$ cat src/rtl/serial_to_parallel_converter_if.sv
// Bit-serial input and word-parallel output handshakes of the serial-to-parallel converter.
// Both sides use valid/ready: a transfer happens on a rising clk edge where valid && ready are both high.
interface serial_to_parallel_converter_if #(
  parameter int N = 8
) ();
  logic         ser_data;
  logic         ser_valid;
  logic         ser_ready;
  logic [N-1:0] par_data;
  logic         par_valid;
  logic         par_ready;

  modport master (
    output ser_data, ser_valid, par_ready,
    input  ser_ready, par_data, par_valid
  );

  modport slave (
    input  ser_data, ser_valid, par_ready,
    output ser_ready, par_data, par_valid
  );
endinterface

$ cat src/rtl/serial_to_parallel_converter.sv
// Assembles an LSB-first serial bit stream into N-bit words behind a one-word holding register,
// so assembly of the next word can continue while the consumer stalls.
module serial_to_parallel_converter #(
  parameter int N = 8
) (
  input  logic                          clk,
  input  logic                          rst,
  input  logic                          flush,
  serial_to_parallel_converter_if.slave bus,
  output logic [$clog2(N)-1:0]          o_dbg_count,
  output logic                          o_dbg_out_full
);
  localparam int CW = $clog2(N);
  localparam logic [CW-1:0] LAST = CW'(N - 1);

  // The oldest shifted bit is never read again, so only the upper N-1 bits are stored.
  logic [N-2:0]  r_shift, w_shift_nxt;
  logic [CW-1:0] r_count, w_count_nxt;
  logic [N-1:0]  r_par_data, w_par_data_nxt;
  logic          r_out_full, w_out_full_nxt;

  logic [N-1:0]  w_word;
  logic          w_last;
  logic          w_ser_ready;
  logic          w_accept;
  logic          w_drain;

  always_ff @(posedge clk) begin
    if (rst) begin
      r_shift    <= '0;
      r_count    <= '0;
      r_par_data <= '0;
      r_out_full <= 1'b0;
    end else begin
      r_shift    <= w_shift_nxt;
      r_count    <= w_count_nxt;
      r_par_data <= w_par_data_nxt;
      r_out_full <= w_out_full_nxt;
    end
  end

  always_comb begin
    w_shift_nxt    = r_shift;
    w_count_nxt    = r_count;
    w_par_data_nxt = r_par_data;
    w_out_full_nxt = r_out_full;
    if (w_drain) begin
      w_out_full_nxt = 1'b0;
    end
    if (flush) begin
      w_shift_nxt = '0;
      w_count_nxt = '0;
    end else if (w_accept) begin
      w_shift_nxt = w_word[N-1:1];
      if (w_last) begin
        // ser_ready guarantees the holding register is empty here, so no clash with drain.
        w_count_nxt    = '0;
        w_par_data_nxt = w_word;
        w_out_full_nxt = 1'b1;
      end else begin
        w_count_nxt = r_count + CW'(1);
      end
    end
  end

  always_comb begin
    w_word      = {bus.ser_data, r_shift};
    w_last      = (r_count == LAST);
    w_ser_ready = !(r_out_full && w_last);
    w_accept    = bus.ser_valid && w_ser_ready;
    w_drain     = r_out_full && bus.par_ready;
  end

  assign bus.ser_ready  = w_ser_ready;
  assign bus.par_valid  = r_out_full;
  assign bus.par_data   = r_par_data;
  assign o_dbg_count    = r_count;
  assign o_dbg_out_full = r_out_full;

  a_par_data_stable : assert property (@(posedge clk) disable iff (rst)
    (bus.par_valid && !bus.par_ready) |=> $stable(bus.par_data));

  a_count_range : assert property (@(posedge clk) r_count <= LAST);
endmodule

$ cat src/flat_wrapper.sv
// flat-port wrapper written by rule: the top's interface ports become plain ports
module serial_to_parallel_converter_flat 
#(
  parameter int N = 8
)
  (clk, rst, flush, o_dbg_count, o_dbg_out_full, bus_ser_data, bus_ser_valid, bus_par_ready, bus_ser_ready, bus_par_data, bus_par_valid);
  serial_to_parallel_converter_if #(.N(N)) bus_i ();
  input  logic clk;
  input  logic rst;
  input  logic flush;
  output logic [$clog2(N)-1:0] o_dbg_count;
  output logic o_dbg_out_full;
  input wire logic [$bits(bus_i.ser_data)-1:0] bus_ser_data;
  input wire logic [$bits(bus_i.ser_valid)-1:0] bus_ser_valid;
  input wire logic [$bits(bus_i.par_ready)-1:0] bus_par_ready;
  output wire logic [$bits(bus_i.ser_ready)-1:0] bus_ser_ready;
  output wire logic [$bits(bus_i.par_data)-1:0] bus_par_data;
  output wire logic [$bits(bus_i.par_valid)-1:0] bus_par_valid;
  assign bus_i.ser_data = bus_ser_data;
  assign bus_i.ser_valid = bus_ser_valid;
  assign bus_i.par_ready = bus_par_ready;
  assign bus_ser_ready = bus_i.ser_ready;
  assign bus_par_data = bus_i.par_data;
  assign bus_par_valid = bus_i.par_valid;
  serial_to_parallel_converter #(.N(N)) u_core (.clk(clk), .rst(rst), .flush(flush), .bus(bus_i), .o_dbg_count(o_dbg_count), .o_dbg_out_full(o_dbg_out_full));
endmodule
$ cat config.mk
export PLATFORM = sky130hd
export DESIGN_NAME = serial_to_parallel_converter_flat
export DESIGN_NICKNAME = d
export VERILOG_FILES = /design/src/rtl/serial_to_parallel_converter_if.sv /design/src/rtl/serial_to_parallel_converter.sv /design/src/flat_wrapper.sv
export SDC_FILE = /design/constraint.sdc
export NUM_CORES = 1
export LEC_CHECK = 0
export BUFFER_PORTS_ARGS = -buffer_cell sky130_fd_sc_hd__buf_2
export CORE_MARGIN = 1
export CORE_UTILIZATION = 51
export CTS_CLUSTER_SIZE = 10
export DETAILED_ROUTE_END_ITERATION = 10
export PLACE_DENSITY = 0.76
export RECOVER_POWER = 25
export SLEW_MARGIN = 20
export SYNTH_ARGS = -nofsm -noshare
export SYNTH_HDL_FRONTEND = slang
export SYNTH_SLANG_ARGS = --single-unit
$ cat constraint.sdc
create_clock -name clk -period 2 [get_ports clk]
set_clock_uncertainty 0.1 [all_clocks]
set_input_delay 0.4 -clock clk [delete_from_list [all_inputs] [get_ports clk]]
set_output_delay 0.4 -clock clk [all_outputs]
set_load 0.01 [all_outputs]
==> impl_summary.md, run 1 <==
Outcome
The run finished with clean final reports.

Die
Once the floorplan was initialized, standard cells occupied 56.7% of the core. The placeable core area is 1580 sq um. The die footprint is 1930 sq um.

During I/O placement, the number of pins put on the boundary was 20. The number of rows in the core area is 14. The overall die height is 43.9 um.

The die width is 43.9 um.

Pwr
The leakage dissipation is 0.394 nW. The worst vdd rail ir drop is 415 uV. The share of power burned in registers is 61.9%.

Summed over all nets, the switching power comes to 0.000140 W. The combinational share of power is 6.2%. Per report_power, the clock group accounts for 31.9% of the total. Of the total power, the share spent switching nets is 22.7%. The total power divided by cell area is 623 nW/um^2. The internal power of the cells totals 0.000477 W.

Setup path
Data on the critical path arrives at its endpoint at 1.29 ns. The internal reg-to-reg setup slack is 0.40 ns. The critical path start-end classification is reg2out. The endpoint of the most critical register-to-register path is u_core.o_dbg_count[1]. The cell depth of the worst flop-to-flop path is 4. The critical path starts at u_core.o_dbg_count[0]. The category of the worst setup path capture point is an output pin. The most critical setup path has its endpoint at bus_ser_ready. The startpoint identified for the worst register-to-register timing path is u_core.o_dbg_count[0].

The startpoint kind of the worst setup timing path is a flop. The top fanout value on the critical path is 5. At the worst endpoint, the required time is 1.50 ns.

Clock tree
The maximum buffer depth of the clock tree is 2. Once the clock tree was built, the setup fixing pass inserted 0 buffers. The number of instances resized during post-cts repair is 0.

The number of buffers added to fix hold violations after cts is 0. The number of H-tree levels is 1. The cell chosen for the clock root is clkbuf_4. TritonCTS built the clock tree. The clock transition at the registers of the reported paths is 0.11 ns. The clock net in this run drives a total of 19 sinks. Counting the buffers created by CTS gives 3. At the later pin of the worst-skew pair, clock insertion delay measures 0.30 ns.

Layout
The share of final-layout standard cells stronger than drive strength 1 is 17.2%. The count of non-filler cells in the finished layout is 115. The number of antenna diodes in the final layout is 0.

Leaving out fill and tap cells, the most frequent cell in the layout is dfxtp_1. Relative to the synthesized area, the layout overhead comes to 10.6%. Leaving out fill and tap cells, the most frequent cells in the layout are dfxtp_1 (19), nand2b_1 (16), mux2i_1 (15), buf_2 (11), clkbuf_1 (9). After the last flow step, the layout net total stands at 108.

Logic synthesis
In this run, distinct cell masters in the synthesized netlist total 22. In this run, synthesis produced a sequential element count of 19. Counting every net in the synthesized netlist gives 90. Yosys printed 0 warnings. The synthesized area is 895 sq um. The proportion of synthesized chip area in sequential cells is 42.5%. Synthesis handed over a netlist of 82 instances. Each instance of the synthesized netlist takes up on average 10.9 sq um.

Placement
The setup slack at placement is 0.413 ns. The port buffer count is 19. The placer congestion estimate is 0.756.

The number of instances in the placed design is 111.

STA
The shortest clock period the worst path allows after layout is 1.79 ns. After layout, the worst setup slack is 0.212 ns. The total count of max-transition violations in the final report was 0.

After routing, the total negative slack on setup checks comes to 0 ns. Setup violations remaining at the end of the flow were counted as 0. At the pin with the least slew margin, the transition time is 0.403 ns.

Setup repair after global routing left no endpoint under its margin. The hold violation total from the final report is 0. The worst pin sits at a relative slew slack of 73.1%. Static timing analysis puts the maximum clock frequency at 559 MHz.

Dividing the final minimum period by the clock period gives 89.4%.

Drt
The number of detailed-routing iterations run before antenna repair is 5. The ratio of routed vias to standard cells is 5.38. The number of nets still failing antenna checks after routing is 0. In the final routed layout, each cell accounts on average for 12.3 um. For this run, design rule violations remaining after detail routing come to 0. The number of DRC violations after detailed-routing iteration 0 is 5.

The routed layout has 619 vias. The sum of routed wire length over all layers is 1420 um.

Run
The tool flagged a number of max-cap violations equal to 0.

GRT
The number of antenna violations at the first check in global routing is 0. The number of global-route vias before repair is 579. The maximum number of pins on one net before global-route repair is 31. The overflow left after global routing is 0. The first global-routing pass estimated 2440 um of wire.

The global router's overall resource usage is 17.3%.

Hold path
The worst hold-check path type is in2reg.
==> flip-flops by register name (all words and copies together), names as in the netlist <==
name / cells
u_core.bus.par_data: 8
u_core.o_dbg_count: 3
u_core.bus.par_valid: 1
u_core.r_shift: 7
==> metal layers <==
layer | track usage (%) | part of all wire (%) | up-vias | wire, um
li1 | - | - | 319 | -
met1 | 22.3 | 49 | 279 | 699
met2 | 27.2 | 43 | 16 | 613
met3 | 3.75 | 4.9 | 5 | 69
met4 | 9.09 | 2.2 | 0 | 31
met5 | 0 | 0 | - | 0
==> metrics by stage <==
step	total power [W]	hold slack [ns]	utilization, %	cell area, sq um
6_report	0.000616	0.258	62.8	990
3_5_place_dp	0.000428	0.360	61.7	973
2_1_floorplan	0.000421	0.346	-	895
3_3_place_gp	0.000428	0.354	61.7	973
5_1_grt	0.000641	0.284	62.8	990
4_1_cts	0.000622	0.257	63.4	1000
==> worst min path at each step <==
stage / cells after the start / to / start / slack, ns
finish: 3 / u_core.bus.par_data[7] / bus_ser_data / 0.26
global route: 3 / u_core.bus.par_data[7] / bus_ser_data / 0.28
CTS: 3 / u_core.bus.par_data[7] / bus_ser_data / 0.26
detailed placement: 2 / u_core.bus.par_data[4] / u_core.bus.par_data[4] / 0.36
global placement: 2 / u_core.bus.par_data[6] / u_core.bus.par_data[6] / 0.35
floorplan: 2 / u_core.bus.par_data[0] / u_core.r_shift[0] / 0.35
==> cell usage after synthesis <==
master / number / share of area [%]
buf_2: 2 / 1.1
nand2b_1: 16 / 11
nor3b_1: 3 / 2.5
o21ba_1: 1 / 1.1
ha_1: 2 / 2.8
clkbuf_1: 2 / 0.84
nor2_1: 1 / 0.42
a21boi_1: 1 / 0.84
nor2b_1: 1 / 0.70
mux2i_1: 15 / 17
dfxtp_1: 19 / 43
nor4b_2: 1 / 1.7
mux2_2: 1 / 1.3
a21bo_1: 1 / 1.1
nand2_1: 1 / 0.42
or3b_1: 8 / 7.8
buf_4: 2 / 1.7
a22o_1: 1 / 0.98
and4bb_1: 1 / 1.4
inv_1: 1 / 0.42
a32o_1: 1 / 1.1
buf_6: 1 / 1.3
==> layout make-up <==
cell class / instances / area, sq um
well taps: 16 / 20.0
repair buffers: 20 / 92.6
inverters: 1 / 3.75
fillers: 148 / 587
clock buffers: 4 / 26.3
multi-input cells: 55 / 467
flip-flops and latches: 19 / 380
==> critical path, cell delays in order (launching register included) <==
cell and delay, ns:
dfxtp_1 0.37, ha_1 0.17, ha_1 0.25, nand2_1 0.06, buf_2 0.14
==> power groups by stage <==
stage | sequential (W) | combinational, W | clock (W)
finish | 0.000382 | 0.0000380 | 0.000197
detailed placement | 0.000391 | 0.0000379 | 0
global placement | 0.000390 | 0.0000380 | 0
floorplan | 0.000391 | 0.0000298 | 0
CTS | 0.000382 | 0.0000382 | 0.000202
global route | 0.000383 | 0.0000415 | 0.000217
==> logic make-up (layout without fill, tap and decap cells) <==
family / after synthesis / after routing / share of synthesized area, %
adder cells (fa/ha/maj): 2 / 2 / 2.80
AND/OR/NAND/NOR: 32 / 32 / 26.2
flip-flops: 19 / 19 / 42.5
multiplexers: 16 / 16 / 18.0
AO/OA/AOI/OAI: 5 / 5 / 5.18
buffers and inverters: 8 / 25 / 5.31
Note: power is estimated with default switching activity, not from simulation.
==> run 2: changes to the inputs <==
- CTS_BUF_LIST: default -> sky130_fd_sc_hd__clkbuf_16
==> impl_summary.md, run 2 (synthesis results as in run 1) <==
Outcome
Outcome: complete, no violations (unchanged).

Drt
The sum of routed wire length over all layers is 1470 um (was 1420 um). The wire length per cell came to 12.8 um (was 12.3 um). The number of DRC violations after detailed-routing iteration 0 is 5 (unchanged). The number of design rule violations left after detail routing is 0 (unchanged). The number of detailed-routing iterations run before antenna repair is 5 (unchanged). The total vias in the final route came to 621 (was 619). The ratio of routed vias to standard cells came to 5.40 (was 5.38). The number of nets still failing antenna checks after routing is 0 (unchanged).

Setup path
Critical path, cell by cell: ha_1 > ha_1 > nand2_1 > buf_2 (unchanged). The cell with the largest stage delay on the worst path was dfxtp_1 (unchanged). The top fanout value on the critical path was 5 (unchanged). The kind of cell with the highest combined delay on the critical path is adder cells (unchanged).

The data required time at the worst endpoint is 1.50 ns (about the same). The library cell appearing most often on the critical path is ha_1 (unchanged). The startpoint kind of the worst setup timing path is a flop (unchanged). The launch instance of the worst register-to-register path is u_core.o_dbg_count[0] (unchanged). The internal reg-to-reg setup slack is 0.39 ns (was 0.40 ns).

The critical path start-end classification is reg2out (unchanged). The category of the worst setup path capture point is an output pin (unchanged). The stage delay of the slowest cell on the critical path is 0.35 ns (was 0.37 ns). The buffering stage count on the worst path with inverters included came to 1 (unchanged). The startpoint of the worst setup timing path is u_core.o_dbg_count[0] (unchanged). The arrival time of data at the critical path endpoint came to 1.22 ns (was 1.29 ns).

Die
The die width is 43.9 um (unchanged). The overall die height is 43.9 um (unchanged). The die footprint came to 1930 sq um (unchanged).

The placeable core area is 1580 sq um (unchanged). The starting utilization of the core area was 56.7% (unchanged). The I/O pin total is 20 (unchanged).

The number of rows in the core area is 14 (unchanged).

Pwr
The total power divided by cell area is 788 nW/um^2 (was 623 nW/um^2). The worst vdd rail ir drop is 566 uV (was 415 uV). The power consumption is 0.000822 W (was 0.000616 W).

The leakage dissipation is 0.421 nW (was 0.394 nW).

GRT
The number of antenna violations at the first check in global routing is 0 (unchanged). The wire length of the first global-routing pass is 2560 um (was 2440 um). The number of global-route vias before repair is 601 (was 579).

The maximum number of pins on one net before global-route repair is 31 (unchanged). The global router's overall resource usage is 18.8% (was 17.3%). The overflow left after global routing is 0 (unchanged).

Clock tree
The clock transition at the registers of the reported paths is 0.05 ns (was 0.11 ns). The number of CTS-inserted buffers was 3 (unchanged). The number of sinks driven by the clock tree is 19 (unchanged).

The maximum buffer depth of the clock tree came to 2 (unchanged). The clock insertion delay at the later pin of the skew report is 0.25 ns (was 0.30 ns). The number of setup buffers added after CTS came to 0 (unchanged). The number of instances resized during post-cts repair is 0 (unchanged). The number of buffers added to fix hold violations after cts is 0 (unchanged).

The TritonCTS clock tree is done (unchanged). The cell chosen for the clock root is clkbuf_16 (was clkbuf_4). The number of H-tree levels is 1 (unchanged).

Layout
The flip-flop count of the largest register, all copies and words added is 8 (unchanged). The commonest non-fill, non-tap cell in the layout is dfxtp_1 (unchanged). The multi-input logic area is 467 sq um (unchanged). The share of final-layout standard cells stronger than drive strength 1 came to 17.2% (unchanged). The number of diodes was 0 (unchanged). Most frequent cells in the layout: dfxtp_1 (19), nand2b_1 (16), mux2i_1 (15), buf_2 (11) (was dfxtp_1 (19), nand2b_1 (16), mux2i_1 (15), buf_2 (11), clkbuf_1 (9)).

The synthesis-to-layout area growth came to 16.5% (was 10.6%). The count of non-filler cells in the finished layout is 115 (unchanged). The area taken by flip-flops and latches is 380 sq um (unchanged). The fraction of the core area covered by cells at the end of the flow came to 66.1% (was 62.8%). The filler cell count in the final layout is 140 (was 148). The final-stage net count was 108 (unchanged).

STA
The final number of setup-violating endpoints is 0 (unchanged). The total count of max-transition violations in the final report came to 0 (unchanged). The slew of the pin with the lowest slew margin is 0.398 ns (was 0.403 ns). Unrepaired setup endpoints after global routing: false (unchanged). The final sum of negative setup slack came to 0 ns (unchanged). The shortest clock period the worst path allows after layout is 1.72 ns (was 1.79 ns). The headroom to the max-slew limit is 73.4% (was 73.1%). The achievable clock frequency is 581 MHz (was 559 MHz). The ratio of final minimum period to clock period is 86.0% (was 89.4%). The hold violation total from the final report came to 0 (unchanged).

Hold path
The worst min-delay path startpoint is bus_ser_data (unchanged). The worst hold-check path type is in2reg (unchanged).

Placement
The number of instances in the placed design is 111 (unchanged). The port buffer count is 19 (unchanged). The placer congestion estimate came to 0.756 (unchanged).

Run
The max-cap check violation count is 0 (unchanged).
run 2: cell type report:
cell class	instances	area share (%)
multi-input cells	55	44.8
flip-flops and latches	19	36.5
inverters	1	0.360
clock buffers	3	7.20
clock inverters	1	0.360
well taps	16	1.92
repair buffers	20	8.88
run 2: path summary, 6_finish.rpt:
kind                                          endpoint  depth (start not counted)
worst min-delay path            u_core.bus.par_data[7]                          3
worst min register to register  u_core.bus.par_data[6]                          2
worst max-delay path                     bus_ser_ready                          4
worst max register to register   u_core.o_dbg_count[1]                          4
run 2: worst min-delay path: cells and delay by family:
family | cells | cell delay, ns
buffers and inverters | 1 | 0.10
AND/OR/NAND/NOR | 1 | 0.06
multiplexers | 1 | 0.06
run 2: stage by stage:
step / hold slack (ns) / cell area [sq um] / worst slack, ns
final: 0.320 / 1040 / 0.279
after CTS: 0.321 / 1050 / 0.277
after global placement: 0.354 / 973 / 0.454
after global routing: 0.352 / 1040 / 0.186
after detailed placement: 0.360 / 973 / 0.413
after floorplan: 0.346 / 895 / 0.432
run 2: power breakdown:
| part | internal (W) | total (W) | switching (W) |
|---|---|---|---|
| logic | 0.0000185 | 0.0000381 | 0.0000197 |
| clock network | 0.000266 | 0.000401 | 0.000135 |
| registers | 0.000381 | 0.000383 | 0.00000149 |
run 2: metal layers:
metal  global-route usage (%)  wire (um)
met5                        0          0
met3                     5.00         69
met1                     23.1        687
met2                     28.7        673
met4                     12.7         40
==> run 3: changes to the inputs <==
- ABC_AREA: default -> 1
- CORE_UTILIZATION: 51 -> 50
- PLACE_DENSITY: 0.76 -> 0.75
==> impl_summary.md, run 3 <==
STA
The final number of setup-violating endpoints is 0 (unchanged). The hold violation total from the final report is 0 (unchanged). The achievable clock frequency is 543 MHz (was 581 MHz).

The ratio of final minimum period to clock period is 92.0% (was 86.0%). The final sum of negative setup slack is 0 ns (unchanged). Unrepaired setup endpoints after global routing: false (unchanged). The slew of the pin with the lowest slew margin is 0.273 ns (was 0.398 ns). The minimum setup slack in the final design is 0.160 ns (was 0.279 ns). The shortest clock period the worst path allows after layout is 1.84 ns (was 1.72 ns). The headroom to the max-slew limit is 81.7% (was 73.4%). The total count of max-transition violations in the final report came to 0 (unchanged).

Setup path
The library cell appearing most often on the critical path is ha_1 (unchanged). The cell depth of the worst flop-to-flop path came to 7 (was 4). The path length in cells of the critical path is 4 (unchanged). The critical path start-end classification is reg2out (unchanged).

The startpoint kind of the worst setup timing path is a flop (unchanged). The top fanout value on the critical path is 10 (was 5). The buffering stage count on the worst path with inverters included is 1 (unchanged). The kind of cell with the highest combined delay on the critical path is adder cells (unchanged). The arrival time of data at the critical path endpoint is 1.34 ns (was 1.22 ns). The category of the worst setup path capture point is an output pin (unchanged). The cell with the largest stage delay on the worst path is dfxtp_1 (unchanged). Critical path, cell by cell: ha_1 > ha_1 > nand2_4 > buf_2 (was ha_1 > ha_1 > nand2_1 > buf_2). The internal reg-to-reg setup slack is 0.38 ns (was 0.39 ns). The data required time at the worst endpoint is 1.50 ns (about the same). The stage delay of the slowest cell on the critical path is 0.33 ns (was 0.35 ns).

Logic synthesis
The area share of the leading cell type in the synthesized netlist is 45.3% (was 42.5%). The number of nets produced by synthesis came to 110 (was 90). The post-synthesis instance total is 102 (was 82). The post-synthesis xor/xnor area fraction is 0% (unchanged).

The synthesized area came to 840 sq um (was 895 sq um). The post-synthesis register bit count was 19 (unchanged). The most numerous cell in the Yosys netlist is nor2_1 (was dfxtp_1).

The largest area contributor in the synthesized netlist is dfxtp_1 (unchanged). The share of synthesized area spent on multiplexers is 0% (was 18.0%). The fraction of the mapped netlist area in simple logic gates is 29.1% (was 26.2%). Top cells by count, synth: nor2_1 (22), dfxtp_1 (19), inv_1 (14), nand2_1 (10) (was dfxtp_1 (19), nand2b_1 (16), mux2i_1 (15), or3b_1 (8), nor3b_1 (3)). The proportion of synthesized chip area in sequential cells is 45.3% (was 42.5%).

The number of enable flip-flop cells after synthesis came to 0 (unchanged). The number of distinct library cell variants in the gate-level netlist after synthesis was 22 (unchanged). The compound-cell area share of the yosys netlist is 12.4% (was 5.17%). The flip-flop cell with the highest count after synthesis is dfxtp_1 (unchanged).

The average cell area after synthesis is 8.23 sq um (was 10.9 sq um). Ranking of synthesized cells by area: dfxtp_1 (45%), nor2_1 (9.8%), inv_1 (6.3%) (was dfxtp_1 (43%), mux2i_1 (17%), nand2b_1 (11%)). The synthesis warning total is 0 (unchanged).

The main combinational cell family by area after synthesis is simple AND/OR/NAND/NOR gates (unchanged). The share of synthesized flip-flops with an asynchronous set or reset came to 0% (unchanged). The adder and majority cell fraction of the synthesized area is 2.98% (was 2.80%).

Placement
The setup slack at placement is 0.391 ns (was 0.413 ns). The placement-stage cell area came to 921 sq um (was 973 sq um). The number of instances in the placed design was 134 (was 111). Detailed placement ended at an HPWL of 1040 um. The placer congestion estimate is 0.827 (was 0.756). The port buffer count is 19 (unchanged).

Drt
The number of design rule violations left after detail routing is 0 (unchanged). The number of DRC violations after detailed-routing iteration 0 was 8 (was 5). The ratio of routed vias to standard cells is 5.14 (was 5.40). The wire length per cell is 10.3 um (was 12.8 um).

The sum of routed wire length over all layers is 1420 um (was 1470 um). The number of detailed-routing iterations run before antenna repair is 4 (was 5). The number of nets still failing antenna checks after routing came to 0 (unchanged). The total vias in the final route is 709 (was 621).

Die
The starting utilization of the core area is 54.5% (was 56.7%). The I/O pin total is 20 (unchanged). The placeable core area came to 1540 sq um (was 1580 sq um). The overall die height came to 43.0 um (was 43.9 um). The die width is 43.0 um (was 43.9 um).

The number of rows in the core area was 14 (unchanged). The die footprint was 1850 sq um (was 1930 sq um).

Run
The max-cap check violation count was 0 (unchanged).

GRT
The number of antenna violations at the first check in global routing is 0 (unchanged). The maximum number of pins on one net before global-route repair was 18 (was 31). The global router's overall resource usage came to 18.0% (was 18.8%). The overflow left after global routing is 0 (unchanged). The wire length of the first global-routing pass came to 2510 um (was 2560 um). The number of global-route vias before repair came to 626 (was 601).

Hold path
The worst hold-check path type was in2reg (unchanged). The cell count of the worst hold path is 2 (was 3).

Pwr
The leakage dissipation was 0.436 nW (was 0.421 nW). The total power divided by cell area was 841 nW/um^2 (was 788 nW/um^2). The worst vdd rail ir drop was 535 uV (was 566 uV).

Layout
The multi-input logic area is 373 sq um (was 467 sq um). The area taken by flip-flops and latches is 380 sq um (unchanged). The share of final-layout standard cells stronger than drive strength 1 is 18.9% (was 17.2%).

Most frequent cells in the layout: nor2_1 (22), dfxtp_1 (19), inv_1 (15), buf_2 (11), nand2_1 (10) (was dfxtp_1 (19), nand2b_1 (16), mux2i_1 (15), buf_2 (11)). The final-stage net count is 131 (was 108). The commonest non-fill, non-tap cell in the layout is nor2_1 (was dfxtp_1). The flip-flop count of the largest register, all copies and words added was 8 (unchanged). The synthesis-to-layout area growth is 17.9% (was 16.5%). The post-route cell area is 990 sq um (was 1040 sq um). The filler cell count in the final layout is 138 (was 140).

The count of non-filler cells in the finished layout came to 138 (was 115). The number of diodes is 0 (unchanged).

Clock tree
The number of CTS-inserted buffers was 3 (unchanged). The clock transition at the registers of the reported paths was 0.05 ns (about the same). The number of instances resized during post-cts repair is 0 (unchanged). The number of H-tree levels is 1 (unchanged). The number of sinks driven by the clock tree is 19 (unchanged). The clock insertion delay at the later pin of the skew report is 0.24 ns (was 0.25 ns). The cell chosen for the clock root is clkbuf_16 (unchanged).

The TritonCTS clock tree is done (unchanged). The number of buffers added to fix hold violations after cts is 0 (unchanged). The number of setup buffers added after CTS is 0 (unchanged). The maximum buffer depth of the clock tree is 2 (unchanged).

Outcome
Outcome: complete, no violations (unchanged).
## run 3: worst paths after layout
path,end,start
worst min register to register,u_core.r_shift[0],u_core.r_shift[0]
worst max-delay path,bus_ser_ready,u_core.o_dbg_count[0]
worst min-delay path,u_core.bus.par_valid,rst
worst max register to register,u_core.bus.par_data[3],u_core.o_dbg_count[0]
## run 3: final cells by class
class	count	share of cell area [%]
flip-flops and latches	19	38.4
clock buffers	3	7.59
repair buffers	19	8.60
well taps	16	2.02
inverters	14	5.31
multi-input cells	66	37.7
clock inverters	1	0.379
## run 3: cell families after synthesis
family	Yosys count
adders and majority gates	2
buffers and inverters	17
DFF	19
and+or+nand+nor	46
AOI/OAI and AO/OA	18
## run 3: metrics by stage
stage | power (W) | hold WS [ns] | util [%]
after floorplan | 0.000436 | 0.329 | -
after global placement | 0.000446 | 0.342 | 59.7
after detailed placement | 0.000448 | 0.360 | 59.7
after CTS | 0.000844 | 0.315 | 64.9
after global routing | 0.000865 | 0.338 | 64.2
final | 0.000832 | 0.315 | 64.2
## run 3: metal layers
layer | routed length [um] | up-vias | global-route usage, %
li1 | - | 369 | -
met1 | 678 | 317 | 24.2
met2 | 655 | 21 | 27.9
met3 | 74 | 2 | 3.83
met4 | 14 | 0 | 7.27
met5 | 0 | - | 0
## run 3: where the power goes
part	internal, W	switching [W]
sequential	0.000386	0.00000368
combinational	0.0000175	0.0000329
clock	0.000265	0.000127
total	0.000669	0.000163
